`src/rtl/muldiv_unit.sv`:
```
// rtl/muldiv_unit.sv - iterative RV32M multiply/divide unit (XLEN+2 cycle latency).
// Optional MULDIV_EARLY_OUT_EN: zero-operand multiplies and divide-by-zero finish one cycle after start.
module muldiv_unit #(
  parameter int XLEN  = 32,
  parameter int CNT_W = 6
) (
  input  logic            clk,
  input  logic            reset,
  input  logic            start,
  input  logic            kill,
  input  logic [2:0]      funct3,
  input  logic [XLEN-1:0] a,
  input  logic [XLEN-1:0] b,
  output logic            busy,
  output logic            done,
  output logic [XLEN-1:0] result
);

  typedef enum logic [1:0] {S_IDLE, S_CALC, S_FIX, S_DONE} state_t;

  state_t            state_q, state_d;
  logic [CNT_W-1:0]  cnt_q, cnt_d;
  logic [XLEN-1:0]   hi_q, hi_d;
  logic [XLEN-1:0]   lo_q, lo_d;
  logic [XLEN-1:0]   opnd_q, opnd_d;
  logic [2:0]        op_q, op_d;
  logic              neg_a_q, neg_a_d;
  logic              neg_b_q, neg_b_d;
  logic              bz_q, bz_d;
  logic [XLEN-1:0]   result_q, result_d;

  logic              a_signed, b_signed, a_neg, b_neg;
  logic [XLEN-1:0]   a_mag, b_mag;
  logic [XLEN:0]     mul_sum, div_shift, div_diff;
  logic              div_ok;
  logic [2*XLEN-1:0] prod, prod_fix;
  logic [XLEN-1:0]   quo_fix, rem_fix, fix_res;
  logic              early;
  logic [XLEN-1:0]   early_res;

  // MUL needs no sign handling: the low half is identical for signed and unsigned operands.
  assign a_signed = (funct3 == 3'b001) || (funct3 == 3'b010) || (funct3 == 3'b100) || (funct3 == 3'b110);
  assign b_signed = (funct3 == 3'b001) || (funct3 == 3'b100) || (funct3 == 3'b110);
  assign a_neg    = a_signed & a[XLEN-1];
  assign b_neg    = b_signed & b[XLEN-1];
  assign a_mag    = a_neg ? -a : a;
  assign b_mag    = b_neg ? -b : b;

`ifdef MULDIV_EARLY_OUT_EN
  assign early     = funct3[2] ? (b == '0) : ((a == '0) || (b == '0));
  assign early_res = funct3[2] ? (funct3[1] ? a : '1) : '0;
`else
  assign early     = 1'b0;
  assign early_res = '0;
`endif

  assign mul_sum   = {1'b0, hi_q} + (lo_q[0] ? {1'b0, opnd_q} : '0);
  assign div_shift = {hi_q, lo_q[XLEN-1]};
  assign div_diff  = div_shift - {1'b0, opnd_q};
  assign div_ok    = ~div_diff[XLEN];

  assign prod     = {hi_q, lo_q};
  assign prod_fix = (neg_a_q ^ neg_b_q) ? -prod : prod;
  assign quo_fix  = (neg_a_q ^ neg_b_q) ? -lo_q : lo_q;
  assign rem_fix  = neg_a_q ? -hi_q : hi_q;

  always_comb begin
    fix_res = '0;
    case (op_q)
      3'b000:         fix_res = prod_fix[XLEN-1:0];
      3'b001, 3'b010,
      3'b011:         fix_res = prod_fix[2*XLEN-1:XLEN];
      3'b100, 3'b101: fix_res = bz_q ? '1 : quo_fix;
      default:        fix_res = rem_fix;
    endcase
  end

  always_comb begin
    state_d  = state_q;
    cnt_d    = cnt_q;
    hi_d     = hi_q;
    lo_d     = lo_q;
    opnd_d   = opnd_q;
    op_d     = op_q;
    neg_a_d  = neg_a_q;
    neg_b_d  = neg_b_q;
    bz_d     = bz_q;
    result_d = result_q;
    case (state_q)
      S_IDLE: begin
        if (start) begin
          op_d    = funct3;
          neg_a_d = a_neg;
          neg_b_d = b_neg;
          bz_d    = (b == '0);
          hi_d    = '0;
          lo_d    = funct3[2] ? a_mag : b_mag;
          opnd_d  = funct3[2] ? b_mag : a_mag;
          if (early) begin
            cnt_d    = '0;
            result_d = early_res;
            state_d  = S_DONE;
          end else begin
            cnt_d   = CNT_W'(XLEN);
            state_d = S_CALC;
          end
        end
      end
      S_CALC: begin
        if (kill) begin
          cnt_d   = '0;
          state_d = S_IDLE;
        end else begin
          cnt_d = cnt_q - 1'b1;
          // Divide: hi holds the partial remainder, lo shifts the dividend out and quotient bits in.
          if (op_q[2]) begin
            hi_d = div_ok ? div_diff[XLEN-1:0] : div_shift[XLEN-1:0];
            lo_d = {lo_q[XLEN-2:0], div_ok};
          end else begin
            {hi_d, lo_d} = {mul_sum, lo_q[XLEN-1:1]};
          end
          if (cnt_q == CNT_W'(1)) state_d = S_FIX;
        end
      end
      S_FIX: begin
        if (kill) begin
          cnt_d   = '0;
          state_d = S_IDLE;
        end else begin
          result_d = fix_res;
          state_d  = S_DONE;
        end
      end
      S_DONE:  state_d = S_IDLE;
      default: state_d = S_IDLE;
    endcase
  end

  always_ff @(posedge clk or posedge reset) begin
    if (reset) begin
      state_q  <= S_IDLE;
      cnt_q    <= '0;
      hi_q     <= '0;
      lo_q     <= '0;
      opnd_q   <= '0;
      op_q     <= '0;
      neg_a_q  <= 1'b0;
      neg_b_q  <= 1'b0;
      bz_q     <= 1'b0;
      result_q <= '0;
    end else begin
      state_q  <= state_d;
      cnt_q    <= cnt_d;
      hi_q     <= hi_d;
      lo_q     <= lo_d;
      opnd_q   <= opnd_d;
      op_q     <= op_d;
      neg_a_q  <= neg_a_d;
      neg_b_q  <= neg_b_d;
      bz_q     <= bz_d;
      result_q <= result_d;
    end
  end

  assign busy   = (state_q != S_IDLE);
  assign done   = (state_q == S_DONE);
  assign result = result_q;

endmodule
```
`config.mk`:
```
export PLATFORM = sky130hd
export DESIGN_NAME = muldiv_unit
export DESIGN_NICKNAME = d
export VERILOG_FILES = /design/src/rtl/muldiv_unit.sv
export SDC_FILE = /design/constraint.sdc
export NUM_CORES = 1
export LEC_CHECK = 0
export CORE_MARGIN = 1.5
export CORE_UTILIZATION = 65
export CTS_CLUSTER_DIAMETER = 200
export DETAILED_ROUTE_END_ITERATION = 8
export GPL_TIMING_DRIVEN = 0
export PLACE_DENSITY = 0.84
export SKIP_LAST_GASP = 1
export SLEW_MARGIN = 20
export SYNTH_ARGS = -nofsm -noshare
export SYNTH_HDL_FRONTEND = slang
export SYNTH_SLANG_ARGS = --single-unit
export TNS_END_PERCENT = 50
```
`constraint.sdc`:
```
create_clock -name clk -period 9.06 [get_ports clk]
set_input_delay 0.906 -clock clk [delete_from_list [all_inputs] [get_ports clk]]
set_output_delay 0.906 -clock clk [all_outputs]
set_load 0.01 [all_outputs]
```
==> impl_metrics.env <==
export IMPL_regToRegEndpoint="hi_q[30]"
export IMPL_tritoncts="built"
export IMPL_grt_pass1_wl_um=83400
export IMPL_yosys_register_bits=142
export IMPL_synth_area_mm2=0.0145
export IMPL_firstDrtPassIters=6
export IMPL_finalSetupViolCount=0
export IMPL_drtIter0Drc=2101
export IMPL_grt_pass1_vias=15200
export IMPL_worstSetupEndpointType="flop"
export IMPL_rr_worst_depth=13
export IMPL_vias=16300
export IMPL_area_delta_synth_final_pct=14.0
export IMPL_die_w_um=153
export IMPL_dieHeight_um=153
export IMPL_place_congestion=1.08
export IMPL_synth_top_cell_area_share=0.244
export IMPL_finalHoldViolCount=0
export IMPL_finalCritPeriodShare=0.529
export IMPL_final_cells=2359
export IMPL_grt_overflow_total=0
export IMPL_final_nets=2212
export IMPL_cp_arrival_ns=5.10
export IMPL_crit_chain="inv_1, clkbuf_1, nor2_1, ha_1, o21ai_0, nor2_1, o311ai_0, nand2_1, a2111oi_0, o31ai_1, xor2_1, nor2_1, o22ai_1"
export IMPL_worstSetupStartpointType="flop"
export IMPL_synth_cell_types=76
export IMPL_cp_num_buf_inv=2
export IMPL_hold_end="opnd_q[18]"
export IMPL_fp_coreArea_mm2=0.0219
export IMPL_clk_path_buf_depth=2
export IMPL_worst_r2r_setup_slack_ns=4.26
export IMPL_route_detailed_drc=0
export IMPL_rsz0062_at_grt="no"
export IMPL_port_buffers=104
export IMPL_setup_ws_ns=4.26
export IMPL_min_path_cells=2
export IMPL_hpwlAfterDp_um=41700
export IMPL_synth_ff_type="dfrtp_1"
export IMPL_cp_max_fo=10
export IMPL_postCtsSetupRepairBufs=0
export IMPL_root_buffer="clkbuf_16"
export IMPL_peakVddDrop_v=0.000219
export IMPL_placed_cells=2325
export IMPL_clk_latency_ns=0.45
export IMPL_synth_edff_count=0
export IMPL_synth_top_area_cell="dfrtp_1"
export IMPL_setup_tns_final_ns=0
export IMPL_clkTransAtPathRegs_ns=0.08
export IMPL_power_density_mw_per_mm2=406
export IMPL_cts_sinks=142
export IMPL_grt_max_degree=95
export IMPL_status="finished clean"
export IMPL_yosys_top_cells_area="dfrtp_1, a21oi_1, ha_1, xnor2_1, xor2_1"
export IMPL_postRouteAntennaNets=0
export IMPL_tightest_slew_ns=1.07
export IMPL_max_slew_margin=0.276
export IMPL_p_leak_nw=6.79
export IMPL_die_area_mm2=0.0233
export IMPL_synthesis_instances=1940
export IMPL_rows=54
export IMPL_synth_seq_area_share=0.244
export IMPL_io_pins=105
export IMPL_pre_cts_ws_ns=4.70
export IMPL_n_fill_cell=1741
export IMPL_async_flop_share=1.00
export IMPL_worstHoldPathType="reg2reg"
export IMPL_dpl_cell_area_mm2=0.0160
export IMPL_worst_ep_required_time_ns=9.36
export IMPL_synth_avg_cell_area_um2=7.50
export IMPL_ctsResizeCount=0
export IMPL_max_stage_delay_ns=0.91
export IMPL_hold_start="opnd_q[18]"
export IMPL_final_max_slew_violation_count=0
export IMPL_reg2reg_from="lo_q[0]"
export IMPL_syn_nets=2088
export IMPL_routed_wirelength_um=54000
export IMPL_worst_setup_path_type="reg2reg"
export IMPL_crit_top_cell="nor2_1"
export IMPL_grt_use_total=0.456
export IMPL_layout_min_cycle_time_ns=4.80
export IMPL_postCtsHoldBufs=0
export IMPL_drive_gt1_frac=0.0496
export IMPL_clock_skew_ns=0.0144
export IMPL_final_cell_area_mm2=0.0166
export IMPL_max_freq_ghz=0.208
export IMPL_antenna_found_initial=0
export IMPL_start_util=0.665
export IMPL_htree_num_levels=4
export IMPL_maxCapViolations=0
export IMPL_cp_slowest_cell="a2111oi_0"
export IMPL_yosysWarnings=0
export IMPL_cts_made_buffers=17
export IMPL_wire_per_inst_um=22.9
export IMPL_cp_top_family="compound AO/OA/AOI/OAI gates"
export IMPL_vias_per_cell=6.90
-- tightest hold or removal path, cell delays in order, from the launching register on --
cell and delay (ns):
dfrtp_1 0.35, nand2_1 0.04, o21ai_0 0.06
-- metrics by stage --
step	total power, mW	util	hold slack [ns]
6_report	6.74	0.758	0.485
5_1_grt	7.11	0.758	0.514
4_1_cts	6.50	0.758	0.489
3_5_place_dp	5.74	0.730	0.473
3_3_place_gp	5.62	0.728	0.465
2_1_floorplan	4.38	-	0.450
-- sequential cells by signal, indices dropped and copies added (netlist names) --
name / flops
hi_q: 32
lo_q: 32
opnd_q: 32
result: 32
cnt_q: 6
op_q: 3
state_q: 2
bz_q: 1
neg_a_q: 1
neg_b_q: 1
-- area by class of cell --
type	count	area, um2	area share
inverters	78	300	0.0181
multi-input cells	1590	10200	0.615
repair buffers	105	1070	0.0644
clock buffers	17	425	0.0256
well taps	280	350	0.0211
flip-flops and latches	142	3550	0.214
diodes	2	5.00	0.000302
plain buffers	130	498	0.0300
clock inverters	15	181	0.0109
-- metal layers --
metal  global-route usage  wire length, um
met5                    0                0
met4                0.298             4240
met3                0.126             7090
met2                0.685            22400
met1                0.574            20200
-- synth_stat cells, types with 5 or more instances --
| master | count |
|---|---|
| nand2b_1 | 13 |
| nor2b_1 | 14 |
| a221o_1 | 5 |
| nand3b_1 | 5 |
| mux2_2 | 32 |
| o211ai_1 | 17 |
| a221oi_1 | 6 |
| xor2_1 | 97 |
| nor3b_1 | 8 |
| nor2_1 | 223 |
| a211oi_1 | 27 |
| nand2_1 | 180 |
| nor3_1 | 43 |
| and4_1 | 5 |
| o31ai_1 | 22 |
| a21o_1 | 20 |
| xnor2_1 | 105 |
| clkbuf_1 | 114 |
| a211o_1 | 6 |
| o21ai_1 | 67 |
| ha_1 | 75 |
| o21ai_0 | 117 |
| o22ai_1 | 11 |
| o41ai_1 | 10 |
| o21a_1 | 9 |
| buf_1 | 8 |
| a31oi_1 | 20 |
| and2_1 | 11 |
| a21oi_1 | 202 |
| or3_1 | 11 |
| dfrtp_1 | 142 |
| nand3_1 | 36 |
| a22oi_1 | 10 |
| or2_2 | 5 |
| mux2i_1 | 36 |
| or4_1 | 16 |
| nand4_1 | 15 |
| inv_1 | 77 |
| buf_2 | 8 |
| nor4_1 | 17 |
| o221ai_1 | 18 |
| o21bai_1 | 5 |
| o31ai_2 | 5 |
-- logic make-up (layout without fill, tap and decap cells) --
group | after synthesis | after routing | share of synthesized area
simple gates | 622 | 622 | 0.199
compound gates | 621 | 621 | 0.264
buf+inv | 208 | 345 | 0.0544
xor+xnor | 202 | 202 | 0.122
flops | 142 | 142 | 0.244
fa+ha+maj | 77 | 77 | 0.0673
mux | 68 | 68 | 0.0495
other cells | 0 | 2 | 0
-- how the worst max path moves through the flow --
stage,slack (ns),depth (start not counted),startpoint,to
after CTS,4.61,13,lo_q[0],hi_q[30]
after global routing,4.20,13,lo_q[0],hi_q[28]
final,4.26,13,lo_q[0],hi_q[30]
after floorplan,4.34,1,reset,bz_q
after global placement,2.32,2,reset,opnd_q[14]
after detailed placement,4.70,13,lo_q[0],hi_q[30]
-- layout by cell type (no fill, tap or decap), types with 75 or more instances in the layout --
cell / synthesis / layout
nor2_1: 223 / 223
a21oi_1: 202 / 202
clkdlybuf4s50_1: 0 / 104
xnor2_1: 105 / 105
xor2_1: 97 / 97
nand2_1: 180 / 180
dfrtp_1: 142 / 142
clkbuf_1: 114 / 114
o21ai_0: 117 / 117
ha_1: 75 / 75
inv_1: 77 / 76
-- power by group --
group / internal (mW) / switching (mW)
sequential: 0.912 / 0.329
combinational: 1.77 / 3.00
clock: 0.374 / 0.359
total: 3.05 / 3.69
No activity file was read; power rests on OpenSTA's default activity.
